`src/rtl/djs130_tti_fifo.sv`:
```
// DJS130 teletype-input (TTI) controller with a receive FIFO.
// Received characters queue in a DEPTH-entry FIFO; each programmed-I/O Start
// moves one character into the data register DB for the CPU to read via DIA.
// Optional build macro: DJS130_TTI_STATUS_EN -- when defined, DIA bits 15:8
// carry {overrun, FIFO occupancy saturated to 7 bits}; otherwise they are 0.
module djs130_tti_fifo #(
    parameter logic [5:0]  DEV_CODE = 6'o10,
    parameter int unsigned DATA_W   = 8,
    parameter int unsigned DEPTH    = 16,
    parameter int unsigned MASK_BIT = 14
) (
    input  logic                     i_clk,
    input  logic                     i_ZZ0,
    input  logic                     i_wr,
    input  logic [DATA_W-1:0]        i_data,
    input  logic [5:0]               i_dev_addr,
    input  logic                     i_kzs,
    input  logic                     i_kzc,
    input  logic                     i_dia,
    input  logic                     i_msko,
    input  logic [15:0]              i_msk_data,
    output logic [15:0]              o_dev_SC,
    output logic                     o_dev_ZDQQ,
    output logic [5:0]               o_dev_DMS,
    output logic                     o_busy,
    output logic                     o_done,
    output logic                     o_full,
    output logic                     o_overrun,
    output logic [$clog2(DEPTH):0]   o_count
);

    localparam int unsigned PTR_W = $clog2(DEPTH);
    localparam int unsigned CNT_W = PTR_W + 1;

    // Flag register encoded as {Busy, Done}
    typedef enum logic [1:0] {
        ST_IDLE  = 2'b00,
        ST_WAIT  = 2'b10,
        ST_READY = 2'b01
    } state_t;

    state_t              state;
    logic [DATA_W-1:0]   mem [DEPTH];
    logic [PTR_W-1:0]    head;
    logic [PTR_W-1:0]    tail;
    logic [CNT_W-1:0]    count;
    logic [DATA_W-1:0]   db;
    logic                overrun;
    logic                mask;
    logic                zdqq;

    logic                sel;
    logic                start;
    logic                clear;
    logic                fifo_full;
    logic                fifo_empty;
    logic                pop;
    logic                push;
    logic                drop;
    logic [7:0]          db8;
    logic [15:0]         rd_word;

    // Only MASK_BIT of the mask word matters to this device
    logic                unused_msk_bits;
    assign unused_msk_bits = ^i_msk_data;

    // Address qualification and FIFO handshake decode
    always_comb begin
        sel        = (i_dev_addr == DEV_CODE);
        start      = sel & i_kzs;
        clear      = sel & i_kzc;
        fifo_full  = (count == CNT_W'(DEPTH));
        fifo_empty = (count == '0);
        // Clear beats the pending pop so the FIFO is left untouched
        pop        = (state == ST_WAIT) && !fifo_empty && !clear;
        // A full FIFO still accepts a write when the head leaves in the same cycle
        push       = i_wr && (!fifo_full || pop);
        drop       = i_wr && fifo_full && !pop;
    end

    // FIFO storage (no reset needed: contents are only read behind count)
    always_ff @(posedge i_clk) begin
        if (push) begin
            mem[tail] <= i_data;
        end
    end

    // FIFO pointers and occupancy
    always_ff @(posedge i_clk) begin
        if (i_ZZ0) begin
            head  <= '0;
            tail  <= '0;
            count <= '0;
        end else begin
            if (push) begin
                tail <= tail + 1'b1;
            end
            if (pop) begin
                head <= head + 1'b1;
            end
            case ({push, pop})
                2'b10:   count <= count + 1'b1;
                2'b01:   count <= count - 1'b1;
                default: count <= count;
            endcase
        end
    end

    // Busy/Done state machine and the data register loaded on each pop
    always_ff @(posedge i_clk) begin
        if (i_ZZ0) begin
            state <= ST_IDLE;
            db    <= '0;
        end else begin
            if (pop) begin
                db <= mem[head];
            end
            if (clear) begin
                state <= ST_IDLE;
            end else begin
                case (state)
                    ST_IDLE:  if (start) state <= ST_WAIT;
                    ST_WAIT:  if (!fifo_empty) state <= ST_READY;
                    ST_READY: if (start) state <= ST_WAIT;
                    default:  state <= ST_IDLE;
                endcase
            end
        end
    end

    // Overrun, interrupt mask and the registered interrupt request
    always_ff @(posedge i_clk) begin
        if (i_ZZ0) begin
            overrun <= 1'b0;
            mask    <= 1'b0;
            zdqq    <= 1'b0;
        end else begin
            // A character lost in the same cycle as Clear is still reported
            if (drop) begin
                overrun <= 1'b1;
            end else if (clear) begin
                overrun <= 1'b0;
            end
            if (i_msko) begin
                mask <= i_msk_data[MASK_BIT];
            end
            zdqq <= state[0] & ~mask;
        end
    end

    // DIA read word, driven onto the bus only while selected
    always_comb begin
        db8 = 8'(db);
`ifdef DJS130_TTI_STATUS_EN
        rd_word = {overrun,
                   (32'(count) > 32'd127) ? 7'h7F : 7'(count),
                   db8};
`else
        rd_word = {8'h00, db8};
`endif
        o_dev_SC = (sel && i_dia) ? rd_word : '0;
    end

    assign o_dev_ZDQQ = zdqq;
    assign o_dev_DMS  = DEV_CODE;
    assign o_busy     = state[1];
    assign o_done     = state[0];
    assign o_full     = fifo_full;
    assign o_overrun  = overrun;
    assign o_count    = count;

endmodule

```
`config.mk`:
```
export PLATFORM = sky130hd
export DESIGN_NAME = djs130_tti_fifo
export DESIGN_NICKNAME = d
export VERILOG_FILES = /design/src/rtl/djs130_tti_fifo.sv
export SDC_FILE = /design/constraint.sdc
export NUM_CORES = 1
export LEC_CHECK = 0
export CAP_MARGIN = 5
export CORE_ASPECT_RATIO = 1.2
export CORE_MARGIN = 2
export CORE_UTILIZATION = 56
export DETAILED_ROUTE_END_ITERATION = 6
export GPL_TIMING_DRIVEN = 0
export PLACE_DENSITY_LB_ADDON = 0.25
export SLEW_MARGIN = 20
export SYNTH_ARGS = -nofsm -noshare
export SYNTH_HDL_FRONTEND = slang
export SYNTH_SLANG_ARGS = --single-unit
```
`constraint.sdc`:
```
create_clock -name i_clk -period 3.4 [get_ports i_clk]
set_clock_uncertainty 0.1 [all_clocks]
set_input_delay 0.68 -clock i_clk [delete_from_list [all_inputs] [get_ports i_clk]]
set_output_delay 0.68 -clock i_clk [all_outputs]
set_load 0.01 [all_outputs]
```
Word level (Yosys, flattened, before mapping) --
Memories as Yosys holds them, arrays and structs flattened. A register that Yosys moved wholly into a read port is not among the register bits. Cells that the tools add are included.
Storage, ports and cells: register bits after elaboration 18, RAM bits 128, bits of input ports 37, output and inout bits 32, logic and storage cells 51, memories kept 1
Cells by class: $add $sub $neg 4, equality and inequality tests 8, multiplexer cells 9, bitwise gates (word level) 4, reduce and logical (&&, ||, !) cells 18
Memory list:
- mem | words 16, bits a word 8, read ports 1, clocked after Yosys merged registers in 1, wr ports 1, line 43 | logic [DATA_W-1:0] mem [DEPTH];
Operator list (number):
- 5-bit case mux with 2 select lines | 1
- 4-bit by 1-bit adder with 4-bit output, second input constant | 2
- 8-bit 2-to-1 mux | 1
- 6-bit by 4-bit == test with 1-bit output, second input constant | 1
- 1-bit logical AND | 6
- 5-bit by 1-bit adder with 5-bit output, second input constant | 1
- 5-bit == test, second input constant | 1
- 5-bit zero test | 1
- 5-bit by 1-bit subtractor with 5-bit output, second input constant | 1
- 2-bit by 1-bit == test with 1-bit output, second input constant | 2
- 2-bit == test, second input constant | 2
- 1-bit zero test | 4
- 1-bit 2-to-1 mux | 4
- 2-bit 2-to-1 mux | 2
- 2-bit case mux with 2 select lines | 1
- 2-bit nonzero test | 2
- 2-bit OR reduction | 2
- 1-bit AND | 3
- 2-bit zero test | 1
- 2-bit by 1-bit != test with 1-bit output, second input constant | 1
- 2-bit != test, second input constant | 1
- 2-bit AND reduction | 1
- 1-bit logical OR | 1
- 1-bit inverter | 1

Longest topological paths before layout --
depth in word-level cells 8, mapped depth 11

Worst setup path after synthesis --
No wires, ideal clock.
path type input to register, start input port i_dev_addr[1], end register count[4], in the netlist o_count[4], setup time 0.087 ns, data arrival time 2.923 ns, required time 3.213 ns, path slack 0.290 ns, cell stages on the path 9, path through or4b_4 -> o41ai_4 -> or3_4 -> inv_4 -> ha_1 -> a31o_2 -> and3_1 -> o41a_1 -> o31ai_1
Between the ends: longest elaborated chain between the ends 8, elaborated cells between the ends (all ways) 10, classes of those cells 3 x eq/ne; 1 x mux; 1 x bitwise; 5 x reduce/logical
RTL lines:
- start: declaration | line 16 | input logic [5:0] i_dev_addr,
- 6-bit by 4-bit == test with 1-bit output (*) | line 69 | sel = (i_dev_addr == DEV_CODE);
- 1-bit AND (*) | line 71 | clear = sel & i_kzc;
- 1-bit zero test (*) | line 75 | pop = (state == ST_WAIT) && !fifo_empty && !clear;
- 1-bit logical AND (*) | line 75
- 1-bit logical OR | line 77 | push = i_wr && (!fifo_full || pop);
- 1-bit logical AND | line 77
- 2-bit by 1-bit == test with 1-bit output / 2-bit == test (equally long branches) | line 101 | case ({push, pop})
- 5-bit case mux with 2 select lines / 2-bit nonzero test (equally long branches)
- end signal: assignment | line 102 | 2'b10: count <= count + 1'b1;
- end signal: assignment | line 103 | 2'b01: count <= count - 1'b1;
- end signal: assignment | line 104 | default: count <= count;
- end: declaration | line 46 | logic [CNT_W-1:0] count;
Mark *: on every way between the ends. The rest lies on a longest branch, timed or not. A chain may end at the register's enable or synchronous reset.

Worst setup path in the final report --
start input port i_dev_addr[2], end register count[4], in the netlist o_count[4]
Same word-level chain as after synthesis.

==> flow_summary_export.csv <==
group,metric,value,unit
outcome,outcome,"finished clean",
sta,hold-worst-slack,0.3349,ns
final_layout,syn_to_final_growth,20.72,%
die,fp.coreArea,11090,µm²
cts,path_clk_slew,0.06,ns
cts,clockBufferDepth,2,
die,io_pins,69,
job,maxCapViolCount,0,
cts,clk_latency,0.42,ns
critical_path,r2r_slack,0.47,ns
sta,finalHoldViolCount,0,
final_layout,final_cell_mix,"128 x edfxtp_1, 36 x nor2_1, 32 x mux4_2",
place,place_area,7044,µm²
critical_path,critPathKind,"in -> reg",
grt,grt_pass1_wl,20.04,mm
critical_path,r2r-start,"o_count[1]$_SDFFE_PP0P_",
final_layout,antennaDiodeCount,0,
place,io_buffers,38,
critical_path,rr_worst_depth,10,
route,first_iter_violations,268,
synthesis,yosysSeqAreaShare,68.12,%
power,leakagePower,2.659,nW
place,place_congestion,0.8348,
sta,drv_slew,0,
place,pre_cts_slack,-0.4366,ns
critical_path,path_max_fanout,4,
final_layout,finalInstanceArea,7734,µm²
power,peakVddDrop,0.5083,mV
final_layout,final_layout_size_suffix_gt1_share,21.16,%
critical_path,worstSetupEndpoint,"o_count[4]$_SDFFE_PP0P_",
die,row_count,42,
route,wl_per_cell,20.43,µm
power,p_per_area,553.8,nW/µm²
sta,slew_headroom,44.22,%
sta,timing.final.crit_share,97.02,%
grt,track_usage,22.85,%
cts,cts_tree,"done",
synthesis,synthFlopType,"edfxtp_1",
sta,max_freq,303.2,MHz
sta,worst_pin_slew,0.8322,ns
synthesis,yosys.area.top_type_share,60.00,%
final_layout,final_common_cell,"edfxtp_1",
synthesis,synth.distinct_cells,51,
cts,cts-buffers-inserted,17,
cts,cts_root_buf,"clkbuf_16",
cts,htreeDepth,4,
route,viasPerCell,5.676,
synthesis,netlist_area,6406,µm²
synthesis,ys_warn_count,0,
route,firstDrtPassIters,4,
synthesis,syn_inst,394,
critical_path,start_kind,"input port",
min_path,min_path_type,"reg -> reg",
sta,finalSetupViolations,0,
synthesis,async_reset_ff_share,0,%
synthesis,yosysTopAreaCell,"edfxtp_1",
final_layout,nets,513,
synthesis,synth-seq-cells,154,
die,die-area,12310,µm²
critical_path,startpoint,"i_dev_addr[2]",
grt,grt_overflow,0,
final_layout,instances_no_fill,636,
cts,cts_num_sinks,154,
place,dp_hpwl,8.640,mm
critical_path,r2r_end,"o_count[4]$_SDFFE_PP0P_",
synthesis,synthTopCellsByArea,"edfxtp_1 60%, mux4_2 11%, dfxtp_1 8.1%",
route,wl,12.99,mm
grt,grt_pass1_vias,3724,
route,num_vias,3610,
critical_path,crit_required,3.63,ns
critical_path,crit_arrival,3.53,ns
critical_path,end_kind,"register",
sta,period_needed,3.299,ns
die,die_y,121.2,µm
die,fp.dieW,101.6,µm
grt,antenna_found_initial,0,
synthesis,synth_area_per_cell,16.26,µm²
grt,grt_max_degree,17,
cts,hold_buffers,0,
route,drcViolationCount,0,
synthesis,synth_edf_count,128,
route,antenna_left,0,
place,dp.cells,598,
die,start_util,57.77,%
sta,fin_ws,0.1013,ns
## logic make-up (layout without fill, tap and decap cells)
kind of cell    count (synthesis)  in the layout  synth area share, %
compound gates                 40             40                5.215
xor+xnor                        6              6               0.8203
mux                            43             43                12.99
other cells                     2             14               0.1172
buf+inv                        45            121                3.809
simple gates                   97             97                7.558
flops                         154            154                68.13
fa+ha+maj                       7              7                1.367
## repair_timing
item | in CTS | in global routing
pin swaps | 1 | 3
endpoints found under the setup margin | 8 | 1
resized for setup | 11 | 1
buffers inserted | 4 | 2
cloned | 0 | 0
## area by class of cell
type / count / area, µm²
buffer: 33 / 196.4
clock buffer: 18 / 429.2
clock inverter: 14 / 203.9
fill: 701 / 3354
inverter: 12 / 47.55
multi-input combinational: 207 / 1887
sequential: 154 / 4364
tap: 154 / 192.7
timing repair buffer: 44 / 412.9
## metal layers
metal  up-vias  global-route usage, %  wire length [µm]
met5         -                      0                 0
met4         0                  8.193               223
met3        17                  5.933               811
met2       151                  40.05              7024
met1      1784                  26.92              4936
li1       1658                      -                 -
## worst min-delay path by stage
stage / from / endpoint / slack, ns / depth (start not counted)
floorplan: mask$_SDFFE_PP0P_ / o_dev_ZDQQ$_SDFF_PP0_ / 0.30 / 1
global placement: mask$_SDFFE_PP0P_ / o_dev_ZDQQ$_SDFF_PP0_ / 0.31 / 1
detailed placement: mask$_SDFFE_PP0P_ / o_dev_ZDQQ$_SDFF_PP0_ / 0.33 / 1
CTS: mask$_SDFFE_PP0P_ / o_dev_ZDQQ$_SDFF_PP0_ / 0.34 / 1
global route: mask$_SDFFE_PP0P_ / o_dev_ZDQQ$_SDFF_PP0_ / 0.35 / 1
finish: mask$_SDFFE_PP0P_ / o_dev_ZDQQ$_SDFF_PP0_ / 0.33 / 1
## state kept, by name, summed over array words and instances (netlist names)
register,count
mask,1
o_dev_ZDQQ,1
mem,128
head,4
o_count,5
db,8
tail,4
state,2
o_overrun,1
## Yosys cell counts, types with 2 or more instances
master    count
edfxtp_1    128
nor2_1       36
mux4_2       32
dfxtp_1      26
a22oi_1      18
nand2_1      17
buf_4        14
nor3_1       13
inv_1        11
and3_1       10
mux2i_1      10
clkbuf_1      8
ha_1          7
buf_1         5
xnor2_1       5
buf_2         4
nor2b_1       4
a21oi_1       3
and2_1        3
nand3_1       3
a21boi_1      2
buf_6         2
conb_1        2
nand2b_1      2
nor3b_1       2
nor4_1        2
## through the flow
stage           TNS [ns]  utilization, %  total power [mW]
6_report               0           69.75             4.283
4_1_cts                0           69.50             4.305
5_1_grt        -0.003476           69.75             4.397
3_5_place_dp      -3.714           63.53             2.305
3_3_place_gp      -10.69           63.35             2.295
2_1_floorplan          0               -             2.219
## power breakdown
group	switching, mW	leakage [nW]	internal (mW)
clock network	0.719	0.301	1.29
logic	0.109	0.992	0.0782
registers	0.0139	1.37	2.07
## critical path, stage by stage
cell             delay [ns]
clkdlybuf4s50_1        0.40
or4b_4                 0.58
o41ai_4                0.43
or3_4                  0.24
xnor2_1                0.07
ha_1                   0.23
a31o_2                 0.27
and3_1                 0.20
o41a_1                 0.36
o31ai_1                0.07
(Power assumes the default switching activity.)
